$ cat src/rtl/timer_light_pkg.sv
// Shared types for the timer light array: channel state encoding and a reload-range helper.
// Latency: none (types and constants only).
// Backpressure: none.
package timer_light_pkg;

    typedef enum logic {
        OFF = 1'b0,
        ON  = 1'b1
    } tl_state_e;

    // True when reload value t can be held in a w-bit counter.
    function automatic bit tl_reload_fits(input int t, input int w);
        if (t < 0)
            return 1'b0;
        if (w >= 62)
            return 1'b1;
        return longint'(t) < (longint'(1) << w);
    endfunction

endpackage

$ cat src/rtl/timer_light_array_if.sv
// Per-channel button, cancel and lamp bundle for timer_light_array; warn lane exists with TIMER_LIGHT_WARN_EN.
// Latency: none (wiring only).
// Backpressure: none; every lane is a level sampled each cycle.
interface timer_light_array_if #(
    parameter int N = 4
);
    logic [N-1:0] push_btn;
    logic [N-1:0] cancel;
    logic [N-1:0] light;
    logic         any_on;
`ifdef TIMER_LIGHT_WARN_EN
    logic [N-1:0] warn;
`endif

    modport master (
        output push_btn,
        output cancel,
        input  light,
`ifdef TIMER_LIGHT_WARN_EN
        input  warn,
`endif
        input  any_on
    );

    modport slave (
        input  push_btn,
        input  cancel,
        output light,
`ifdef TIMER_LIGHT_WARN_EN
        output warn,
`endif
        output any_on
    );

endinterface

$ cat src/rtl/timer_light_ch.sv
// One auto-off light channel: OFF/ON FSM plus W-bit down-counter; warn output with TIMER_LIGHT_WARN_EN.
// Latency: push in OFF lights the lamp from the next edge for T+1 cycles; outputs are registered-state only.
// Backpressure: none; push_btn/cancel sampled every cycle, cancel beats push.
module timer_light_ch
    import timer_light_pkg::*;
#(
    parameter int W      = 8,
    parameter int T      = 20,
    parameter int RETRIG = 1
`ifdef TIMER_LIGHT_WARN_EN
    ,
    parameter int WARN   = 3
`endif
) (
    input  logic clock,
    input  logic reset,
    input  logic push_btn,
    input  logic cancel,
`ifdef TIMER_LIGHT_WARN_EN
    output logic warn,
`endif
    output logic light
);

    localparam logic [W-1:0] T_LD = W'(T);

    tl_state_e      state;
    tl_state_e      state_nxt;
    logic [W-1:0]   tmr;
    logic [W-1:0]   tmr_nxt;

    always_ff @(posedge clock) begin
        if (reset) begin
            state <= ON;
            tmr   <= T_LD;
        end else begin
            state <= state_nxt;
            tmr   <= tmr_nxt;
        end
    end

    // Counter only moves while ON and nonzero, so it can never wrap.
    always_comb begin
        state_nxt = state;
        tmr_nxt   = tmr;
        case (state)
            ON: begin
                if (cancel) begin
                    state_nxt = OFF;
                end else if (push_btn && (RETRIG != 0)) begin
                    tmr_nxt = T_LD;
                end else if (tmr == '0) begin
                    state_nxt = OFF;
                end else begin
                    tmr_nxt = tmr - W'(1);
                end
            end
            OFF: begin
                if (!cancel && push_btn) begin
                    state_nxt = ON;
                    tmr_nxt   = T_LD;
                end
            end
            default: begin
                state_nxt = OFF;
            end
        endcase
    end

    assign light = (state == ON);

`ifdef TIMER_LIGHT_WARN_EN
    assign warn = (state == ON) && (32'(tmr) < 32'($unsigned(WARN)));
`endif

endmodule

$ cat src/rtl/timer_light_array.sv
// N independent auto-off light channels plus an any-lit flag; TIMER_LIGHT_WARN_EN adds WARN and a per-channel warn lane.
// Latency: one edge from push to lamp; any_on follows the registered lamps with no added delay.
// Backpressure: none; all channels sample their inputs every cycle.
module timer_light_array
    import timer_light_pkg::*;
#(
    parameter int N      = 4,
    parameter int W      = 8,
    parameter int T      = 20,
    parameter int RETRIG = 1
`ifdef TIMER_LIGHT_WARN_EN
    ,
    parameter int WARN   = 3
`endif
) (
    input  logic                 clock,
    input  logic                 reset,
    timer_light_array_if.slave   bus
);

    if (N < 1 || W < 1 || !tl_reload_fits(T, W)) begin : g_bad_cfg
        $fatal(1, "timer_light_array: illegal parameters N=%0d W=%0d T=%0d", N, W, T);
    end

    logic [N-1:0] light_w;
`ifdef TIMER_LIGHT_WARN_EN
    logic [N-1:0] warn_w;
`endif

    for (genvar i = 0; i < N; i++) begin : g_ch
        timer_light_ch #(
            .W      (W),
            .T      (T),
`ifdef TIMER_LIGHT_WARN_EN
            .WARN   (WARN),
`endif
            .RETRIG (RETRIG)
        ) u_ch (
            .clock    (clock),
            .reset    (reset),
            .push_btn (bus.push_btn[i]),
            .cancel   (bus.cancel[i]),
`ifdef TIMER_LIGHT_WARN_EN
            .warn     (warn_w[i]),
`endif
            .light    (light_w[i])
        );
    end

    assign bus.light  = light_w;
    assign bus.any_on = |light_w;
`ifdef TIMER_LIGHT_WARN_EN
    assign bus.warn   = warn_w;
`endif

endmodule

$ cat src/flat_wrapper.sv
// flat-port wrapper written by rule: the top's interface ports become plain ports
module timer_light_array_flat import timer_light_pkg::*;
#(
    parameter int N      = 4,
    parameter int W      = 8,
    parameter int T      = 20,
    parameter int RETRIG = 1

)
  (clock, reset, bus_push_btn, bus_cancel, bus_light, bus_any_on);
  timer_light_array_if #(.N(N)) bus_i ();
  input  logic clock;
  input  logic reset;
  input wire logic [$bits(bus_i.push_btn)-1:0] bus_push_btn;
  input wire logic [$bits(bus_i.cancel)-1:0] bus_cancel;
  output wire logic [$bits(bus_i.light)-1:0] bus_light;
  output wire logic [$bits(bus_i.any_on)-1:0] bus_any_on;
  assign bus_i.push_btn = bus_push_btn;
  assign bus_i.cancel = bus_cancel;
  assign bus_light = bus_i.light;
  assign bus_any_on = bus_i.any_on;
  timer_light_array #(.N(N), .W(W), .T(T), .RETRIG(RETRIG)) u_core (.clock(clock), .reset(reset), .bus(bus_i));
endmodule
$ cat config.mk
export PLATFORM = sky130hd
export DESIGN_NAME = timer_light_array_flat
export DESIGN_NICKNAME = d
export VERILOG_FILES = /design/src/rtl/timer_light_pkg.sv /design/src/rtl/timer_light_array_if.sv /design/src/rtl/timer_light_ch.sv /design/src/rtl/timer_light_array.sv /design/src/flat_wrapper.sv
export SDC_FILE = /design/constraint.sdc
export NUM_CORES = 1
export LEC_CHECK = 0
export BUFFER_PORTS_ARGS = -buffer_cell sky130_fd_sc_hd__buf_4
export CORE_ASPECT_RATIO = 2
export CORE_MARGIN = 4
export CORE_UTILIZATION = 59
export DETAILED_ROUTE_END_ITERATION = 10
export PLACE_DENSITY_LB_ADDON = 0.12
export SKIP_CTS_REPAIR_TIMING = 1
export SLEW_MARGIN = 10
export SYNTH_ARGS = -nofsm -noshare
export SYNTH_HDL_FRONTEND = slang
export SYNTH_SLANG_ARGS = --single-unit
$ cat constraint.sdc
create_clock -name clock -period 2.5 [get_ports clock]
set_input_delay 0.25 -clock clock [delete_from_list [all_inputs] [get_ports clock]]
set_output_delay 0.25 -clock clock [all_outputs]
set_load 0.02 [all_outputs]
==> flow_summary.yaml, run 1 <==
status:
  status: "finished clean"
routing:
  vias_per_cell: 6.34
  drt-initial-drc-count: 20
  post_drt_wl_per_cell_um: 15.0
  wl_um: 4280
  drc: 0
  antenna_left: 0
  dr_total_vias: 1807
  firstDrtPassIters: 4
floorplan:
  coreArea_um2: 3380
  initial_core_util_pct: 60.4
  fp.dieW_um: 49.6
  num_rows: 30
  die_area_um2: 4520
  ios: 15
  die_h_um: 91.2
timing:
  fmax_ghz: 0.511
  fin_crit_sh_pct: 78.3
  rsz0062_at_grt: "no"
  finalSetupTns_ns: 0
  worst_pin_slew_ns: 0.678
  drv_slew: 0
  hold_viol_final: 0
  finClkSkew_ns: 0.00670
  fin_crit_ns: 1.96
  setup_ws_ns: 0.543
  finalSetupViolations: 0
  relSlewSlack_pct: 54.7
power_and_ir_drop:
  p_leak_nw: 0.828
  p_per_area_nw_per_um2: 546
  peakVddDrop_mv: 0.389
placement:
  placed_cells: 277
  dp_hpwl_um: 3120
  place_area_um2: 2130
  portBuffers: 14
  dp_slack_ns: 0.522
  place_congestion: 0.843
final_layout:
  nets: 270
  layout-drive-gt1-share_pct: 13.0
  final_area_um2: 2220
  layout.cells.non_filler: 285
  areaGrowthSynthToFinish_pct: 8.76
  layout_common_cells: "dfxtp_1, a21oi_1, inv_1"
  diodes: 0
  final_common_cell: "dfxtp_1"
clocking:
  cts.reportedPaths.clkPinSlew_ns: 0.07
  cts_buffers: 5
  root_buffer: "clkbuf_8"
  clock_latency_ns: 0.28
  clockBufferDepth: 2
  cts_tree: "yes"
  htree_levels: 2
  clock-sinks: 36
critical_path:
  end_kind: "flip-flop"
  critPathArrivalTime_ns: 2.17
  critPathLaunchType: "flip-flop"
  cp_max_fo: 6
  crit_type: "flip-flop to flip-flop"
  critPathRequiredTime_ns: 2.72
yosys:
  synth_cell_types: 51
  ys_ff_latch: 36
  postSynthCellCount: 242
  synth_edf_count: 0
  synth_nets: 260
  synth_warnings: 0
  avgSynthCellArea_um2: 8.44
  synth_top_flop_cell: "dfxtp_1"
  yosysSeqAreaShare_pct: 35.3
  synthArstFlopShare_pct: 0
  synthesis.area_um2: 2040
global_route:
  grt_pass1_vias: 1692
  grt_pass1_wl_um: 7100
  antenna_found_initial: 0
  grt_usage_pct: 19.7
  grt-ovfl-total: 0
  grt_max_degree: 27
job:
  cap_violations: 0
min_path:
  hp-class: "input pin to flip-flop"
==> state kept, by name (all words and copies together), names as in the netlist <==
name and flops:
u_core.g_ch.u_ch.tmr 32, u_core.g_ch.u_ch.light 4
==> metrics by stage <==
| step | utilization [%] | power (mW) | hold WS (ns) |
|---|---|---|---|
| 2_1_floorplan | - | 0.752 | 0.441 |
| 3_3_place_gp | 63.1 | 0.798 | 0.465 |
| 3_5_place_dp | 63.1 | 0.801 | 0.470 |
| 4_1_cts | 65.7 | 1.22 | 0.290 |
| 5_1_grt | 65.7 | 1.27 | 0.311 |
| 6_report | 65.7 | 1.21 | 0.291 |
==> final timing paths <==
path / slack [ns] / endpoint / cells past startpoint / from
hold / removal: 0.29 / u_core.g_ch[3].u_ch.tmr[5]$_SDFFE_PP0P_ / 4 / bus_cancel[3]
setup reg to reg: 0.54 / u_core.g_ch[0].u_ch.tmr[7]$_SDFFE_PP0P_ / 6 / u_core.g_ch[0].u_ch.tmr[0]$_SDFFE_PP0P_
setup / recovery: 0.54 / u_core.g_ch[0].u_ch.tmr[7]$_SDFFE_PP0P_ / 6 / u_core.g_ch[0].u_ch.tmr[0]$_SDFFE_PP0P_
hold reg to reg: 0.48 / u_core.g_ch[2].u_ch.tmr[1]$_SDFFE_PP0P_ / 2 / u_core.g_ch[2].u_ch.tmr[1]$_SDFFE_PP0P_
==> layout make-up <==
cell class | instances | area (µm²)
Clock buffer | 8 | 90.1
Fill cell | 312 | 1160
Inverter | 19 | 71.3
Multi-Input combinational cell | 176 | 1190
Sequential cell | 36 | 721
Tap cell | 32 | 40.0
Timing Repair Buffer | 14 | 105
==> cells in the mapped netlist (4+ instances only) <==
| library cell | count | area, µm² |
|---|---|---|
| a31oi_1 | 5 | 31.3 |
| a21oi_1 | 20 | 100 |
| nor2_1 | 11 | 41.3 |
| clkbuf_1 | 6 | 22.5 |
| nand2b_1 | 4 | 25.0 |
| or2_2 | 4 | 25.0 |
| dfxtp_1 | 36 | 721 |
| nor4_1 | 7 | 43.8 |
| a21o_1 | 10 | 75.1 |
| o21ai_0 | 12 | 60.1 |
| nor3_1 | 10 | 50.1 |
| or4_1 | 6 | 45.0 |
| buf_4 | 4 | 30.0 |
| nand2_1 | 9 | 33.8 |
| inv_1 | 19 | 71.3 |
| ha_1 | 8 | 100 |
| or3_1 | 4 | 25.0 |
| nand3_1 | 8 | 40.0 |
| o211ai_1 | 4 | 30.0 |
==> where the power goes <==
| part | internal, mW | leakage [nW] | switching (mW) |
|---|---|---|---|
| clock | 0.225 | 0.0455 | 0.199 |
| combinational | 0.0722 | 0.489 | 0.0968 |
| sequential | 0.592 | 0.293 | 0.0268 |
==> critical path: stages (launching register included) <==
cell and delay [ns]:
dfxtp_1 0.33, inv_1 0.12, ha_1 0.16, nor4b_1 0.49
a21oi_1 0.25, a21oi_2 0.35, a221o_1 0.21
==> logic make-up (layout without fill, tap and decap cells) <==
| family | count (synthesis) | count (layout) | share of synthesized area [%] |
|---|---|---|---|
| AO/OA/AOI/OAI | 79 | 79 | 26.4 |
| XOR/XNOR | 2 | 2 | 0.858 |
| buffers and inverters | 30 | 41 | 6.25 |
| multiplexers | 1 | 1 | 0.490 |
| AND/OR/NAND/NOR | 86 | 86 | 25.8 |
| adder cells (fa/ha/maj) | 8 | 8 | 4.90 |
| flip-flops | 36 | 36 | 35.3 |
==> metal layers <==
layer | track usage, % | vias to the layer above | wire length (µm)
li1 | - | 931 | -
met1 | 20.7 | 836 | 1840
met2 | 35.1 | 32 | 2230
met3 | 4.43 | 8 | 113
met4 | 10.2 | 0 | 90
met5 | 0 | - | 0
Power figures use the tool's default switching activity.
==> run 2: changes to the inputs <==
--- a/config.mk
+++ b/config.mk
@@ -8,7 +8,7 @@
 export BUFFER_PORTS_ARGS = -buffer_cell sky130_fd_sc_hd__buf_4
 export CORE_ASPECT_RATIO = 2
 export CORE_MARGIN = 4
-export CORE_UTILIZATION = 59
+export CORE_UTILIZATION = 54
 export DETAILED_ROUTE_END_ITERATION = 10
 export PLACE_DENSITY_LB_ADDON = 0.12
 export SKIP_CTS_REPAIR_TIMING = 1
==> constraint.sdc (replaced) <==
create_clock -name clock -period 1.66 [get_ports clock]
set_input_delay 0.166 -clock clock [delete_from_list [all_inputs] [get_ports clock]]
set_output_delay 0.166 -clock clock [all_outputs]
set_load 0.02 [all_outputs]
==> flow_summary.yaml, run 2 (synthesis gave the netlist of run 1 again) <==
critical_path:
  critPathRequiredTime_ns: 1.85
  critPathArrivalTime_ns: 1.85
  critPathLaunchType: "flip-flop"
  cp_max_fo: 4
  end_kind: "flip-flop"
  r2r_cells: 4
  slowest_stage: "or4_4"
  path_cells: "or4_4 -> o21a_1 -> a211o_1 -> a31o_1"
  crit_type: "flip-flop to flip-flop"
  cpPeakStageDelay_ns: 0.58
placement:
  place_area_um2: 2440
  portBuffers: 14
  place_congestion: 0.895
  dp_hpwl_um: 3710
final_layout:
  largest_register_ffs: 32
  layout_common_cells: "buf_4, dfxtp_1, a21oi_1"
  num-fill-cells: 311
  final_common_cell: "buf_4"
  nets: 309
  areaGrowthSynthToFinish_pct: 32.8
  top_register: "u_core.g_ch.u_ch.tmr"
  layout-drive-gt1-share_pct: 31.8
  final_area_um2: 2710
  regArea_um2: 726
  multi_input_area_um2: 1290
  diodes: 0
  final_util_pct: 74.4
global_route:
  grt_pass1_wl_um: 8840
  grt_usage_pct: 23.4
  grt_pass1_vias: 2090
  grt_max_degree: 26
  grt-ovfl-total: 0
  antenna_found_initial: 0
power_and_ir_drop:
  peakVddDrop_mv: 0.960
  p_per_area_nw_per_um2: 879
  p_leak_nw: 1.08
floorplan:
  die_area_um2: 4890
  ios: 15
  fp.dieW_um: 51.5
  die_h_um: 95.0
  num_rows: 31
  coreArea_um2: 3650
  initial_core_util_pct: 56.0
job:
  cap_violations: 0
timing:
  finClkSkew_ns: 0.00201
  drv_slew: 0
  fmax_ghz: 0.603
  finalSetupTns_ns: 0
  relSlewSlack_pct: 67.1
  worst_pin_slew_ns: 0.489
  fin_crit_ns: 1.66
  hold_ws_ns: 0.208
  hold_viol_final: 0
  rsz0062_at_grt: "yes"
  fin_crit_sh_pct: 99.9
  finalSetupViolations: 0
clocking:
  clock_latency_ns: 0.29
  clockBufferDepth: 2
  clock-sinks: 36
  cts.reportedPaths.clkPinSlew_ns: 0.07
  cts_tree: "yes"
  root_buffer: "clkbuf_8"
  cts_buffers: 5
  htree_levels: 2
routing:
  firstDrtPassIters: 7
  dr_total_vias: 2108
  post_drt_wl_per_cell_um: 16.0
  antenna_left: 0
  wl_um: 5440
  vias_per_cell: 6.18
  drt-initial-drc-count: 36
  drc: 0
min_path:
  hold_depth: 4
  hp-class: "input pin to flip-flop"
status:
  status: "finished clean"
==> run 2: report_power, final <==
group | total, mW | switching, mW | internal [mW]
Combinational | 0.378 | 0.199 | 0.179
Clock | 1.08 | 0.333 | 0.752
Sequential | 0.920 | 0.0273 | 0.893
==> run 2: critical path, delay by kind of cell (launching register included) <==
family           cells  cell delay (ns)
AO/OA/AOI/OAI        3             0.66
flip-flops           1             0.32
AND/OR/NAND/NOR      1             0.58
==> run 2: worst paths after layout <==
kind	slack [ns]	endpoint	startpoint
worst max register to register	0.001	u_core.g_ch[2].u_ch.tmr[4]$_SDFFE_PP1P_	u_core.g_ch[2].u_ch.tmr[4]$_SDFFE_PP1P_
worst min register to register	0.50	u_core.g_ch[2].u_ch.tmr[7]$_SDFFE_PP0P_	u_core.g_ch[2].u_ch.tmr[7]$_SDFFE_PP0P_
worst max-delay path	0.001	u_core.g_ch[2].u_ch.tmr[4]$_SDFFE_PP1P_	u_core.g_ch[2].u_ch.tmr[4]$_SDFFE_PP1P_
worst min-delay path	0.21	u_core.g_ch[3].u_ch.tmr[5]$_SDFFE_PP0P_	bus_cancel[3]
==> run 2: layout make-up <==
type | count | share of cell area, %
Clock inverter | 3 | 3.32
Multi-Input combinational cell | 176 | 47.7
Timing Repair Buffer | 53 | 14.8
Tap cell | 49 | 2.26
Clock buffer | 5 | 2.54
Inverter | 19 | 2.63
Sequential cell | 36 | 26.8
==> run 2: through the flow <==
step           total power [mW]  instances  setup WS (ns)
6_report                   2.38        341        0.00146
5_1_grt                    2.48        341        -0.0629
4_1_cts                    2.37        339        -0.0464
3_5_place_dp               1.28        331        -0.0133
3_3_place_gp               1.27        331         0.0243
2_1_floorplan              1.14        242        0.00440
==> run 2: metal layers <==
layer / track usage [%] / part of all wire [%]
met1: 23.2 / 36
met2: 43.1 / 56
met3: 4.11 / 3.7
met4: 14.4 / 4.8
met5: 0 / 0
==> run 3: changes to the inputs <==
--- a/config.mk
+++ b/config.mk
@@ -8,7 +8,7 @@
 export BUFFER_PORTS_ARGS = -buffer_cell sky130_fd_sc_hd__buf_4
 export CORE_ASPECT_RATIO = 2
 export CORE_MARGIN = 4
-export CORE_UTILIZATION = 54
+export CORE_UTILIZATION = 64
 export DETAILED_ROUTE_END_ITERATION = 10
 export PLACE_DENSITY_LB_ADDON = 0.12
 export SKIP_CTS_REPAIR_TIMING = 1
==> constraint.sdc (replaced) <==
create_clock -name clock -period 2 [get_ports clock]
set_input_delay 0.2 -clock clock [delete_from_list [all_inputs] [get_ports clock]]
set_output_delay 0.2 -clock clock [all_outputs]
set_load 0.02 [all_outputs]
==> flow_summary.yaml, run 3 (synthesis gave the netlist of run 1 again) <==
floorplan:
  fp.dieW_um: 47.9
  num_rows: 28
  die_h_um: 87.9
  initial_core_util_pct: 67.8
  ios: 15
  die_area_um2: 4210
  coreArea_um2: 3010
final_layout:
  layout-drive-gt1-share_pct: 17.9
  areaGrowthSynthToFinish_pct: 14.0
  nets: 280
  diodes: 0
  num-fill-cells: 220
  multi_input_area_um2: 1220
  regArea_um2: 721
  largest_register_ffs: 32
  layout_common_cells: "dfxtp_1, buf_4, inv_1, a21oi_1, o21ai_0"
  final_common_cell: "dfxtp_1"
  top_register: "u_core.g_ch.u_ch.tmr"
global_route:
  grt_use_met3_pct: 5.56
  grt_usage_pct: 25.0
  grt_pass1_vias: 1825
  grt_max_degree: 25
  use_met2_pct: 45.4
  grt_most_used_layer: "met2"
  antenna_found_initial: 0
  grt-ovfl-total: 0
  grtUsageMet1_pct: 25.4
  grt_pass1_wl_um: 7760
timing:
  fin_crit_ns: 1.87
  worst_pin_slew_ns: 0.611
  drv_slew: 0
  rsz0062_at_grt: "no"
  fin_crit_sh_pct: 93.4
  relSlewSlack_pct: 58.9
  hold_viol_final: 0
  finalSetupTns_ns: 0
  finalSetupViolations: 0
  finClkSkew_ns: 0.00215
  hold_ws_ns: 0.234
  fmax_ghz: 0.535
min_path:
  hp-class: "input pin to flip-flop"
  whs_endpoint: "u_core.g_ch[3].u_ch.tmr[5]$_SDFFE_PP0P_"
  hold_start: "bus_cancel[3]"
  hold_depth: 4
routing:
  wl_um: 4660
  vias_per_cell: 6.62
  firstDrtPassIters: 4
  dr_total_vias: 1933
  antenna_left: 0
  drc: 0
  post_drt_wl_per_cell_um: 16.0
  drt-initial-drc-count: 37
power_and_ir_drop:
  clock_power_share_pct: 35.3
  p_leak_nw: 0.886
  sw_frac_of_total_pct: 26.4
  comb_power_share_pct: 15.8
  peakVddDrop_mv: 0.633
  p_per_area_nw_per_um2: 676
  power.internal_mw: 1.16
  switching_power_mw: 0.415
  p_seq_share_pct: 48.9
placement:
  dp_hpwl_um: 3300
  place_congestion: 0.939
  portBuffers: 14
clocking:
  cts.reportedPaths.clkPinSlew_ns: 0.07
  root_buffer: "clkbuf_8"
  cts_tree: "yes"
  clockBufferDepth: 2
  cts_buffers: 5
  clock-sinks: 36
  htree_levels: 2
  clock_latency_ns: 0.29
critical_path:
  slowest_stage: "or3b_4"
  worstReg2RegStart: "u_core.g_ch[2].u_ch.tmr[1]$_SDFFE_PP0P_"
  cpPeakStageDelay_ns: 0.40
  critPathLaunchType: "flip-flop"
  end_kind: "flip-flop"
  critPathArrivalTime_ns: 2.05
  critPathRequiredTime_ns: 2.18
  r2r_end: "u_core.g_ch[2].u_ch.tmr[4]$_SDFFE_PP1P_"
  path_cells: "inv_1 -> ha_2 -> or3b_4 -> o21a_1 -> a211o_1 -> a31o_1"
  critPathBufInv: 1
  crit_type: "flip-flop to flip-flop"
  critPathTopFamily: "compound AO/OA/AOI/OAI gates"
  r2r_slack_ns: 0.13
  cp_max_fo: 4
  r2r_cells: 6
job:
  cap_violations: 0
status:
  status: "finished clean"
run 3: power by group through the flow:
| stage | registers (mW) | clock network (mW) | logic, mW |
|---|---|---|---|
| after floorplan | 0.778 | 0 | 0.161 |
| after global placement | 0.784 | 0 | 0.231 |
| after detailed placement | 0.785 | 0 | 0.235 |
| after CTS | 0.769 | 0.565 | 0.238 |
| after global routing | 0.773 | 0.598 | 0.274 |
| final | 0.770 | 0.555 | 0.248 |
run 3: worst max path at each step:
stage / from / endpoint / slack [ns] / depth (start not counted)
after detailed placement: u_core.g_ch[2].u_ch.tmr[1]$_SDFFE_PP0P_ / u_core.g_ch[2].u_ch.tmr[4]$_SDFFE_PP1P_ / 0.08 / 6
after floorplan: u_core.g_ch[2].u_ch.tmr[0]$_SDFFE_PP0P_ / u_core.g_ch[2].u_ch.tmr[4]$_SDFFE_PP1P_ / 0.17 / 6
after CTS: u_core.g_ch[0].u_ch.tmr[0]$_SDFFE_PP0P_ / u_core.g_ch[0].u_ch.tmr[5]$_SDFFE_PP0P_ / 0.05 / 7
after global placement: u_core.g_ch[2].u_ch.tmr[1]$_SDFFE_PP0P_ / u_core.g_ch[2].u_ch.tmr[4]$_SDFFE_PP1P_ / 0.14 / 6
after global routing: u_core.g_ch[2].u_ch.tmr[1]$_SDFFE_PP0P_ / u_core.g_ch[2].u_ch.tmr[4]$_SDFFE_PP1P_ / 0.07 / 6
final: u_core.g_ch[2].u_ch.tmr[1]$_SDFFE_PP0P_ / u_core.g_ch[2].u_ch.tmr[4]$_SDFFE_PP1P_ / 0.13 / 6
run 3: metal layers:
layer  share of wire [%]  up-vias
met1                  39      937
met4                 1.6        0
met2                  55       41
met5                   0        -
met3                 4.3        7
li1                    -      948
run 3: layout make-up:
class                   instances  share of cell area [%]
clock buffers                   7                    4.14
inverters                      19                    3.06
multi-input cells             176                    52.5
repair buffers                 24                    7.74
well taps                      30                    1.61
flip-flops and latches         36                    31.0
run 3: tightest hold or removal path: stages:
cell and delay [ns]:
buf_4 0.10, nor2_1 0.05, nand3_1 0.07, a21oi_1 0.05
run 3: metrics by stage:
stage          setup WS (ns)  instance area, µm²  total power, mW  util, %  std cells
2_1_floorplan          0.169                2040            0.940        -        242
3_3_place_gp           0.135                2200             1.01     72.9        284
3_5_place_dp          0.0828                2200             1.02     72.9        284
4_1_cts               0.0462                2290             1.57     76.1        291
5_1_grt               0.0731                2330             1.65     77.2        292
6_report               0.132                2330             1.57     77.2        292
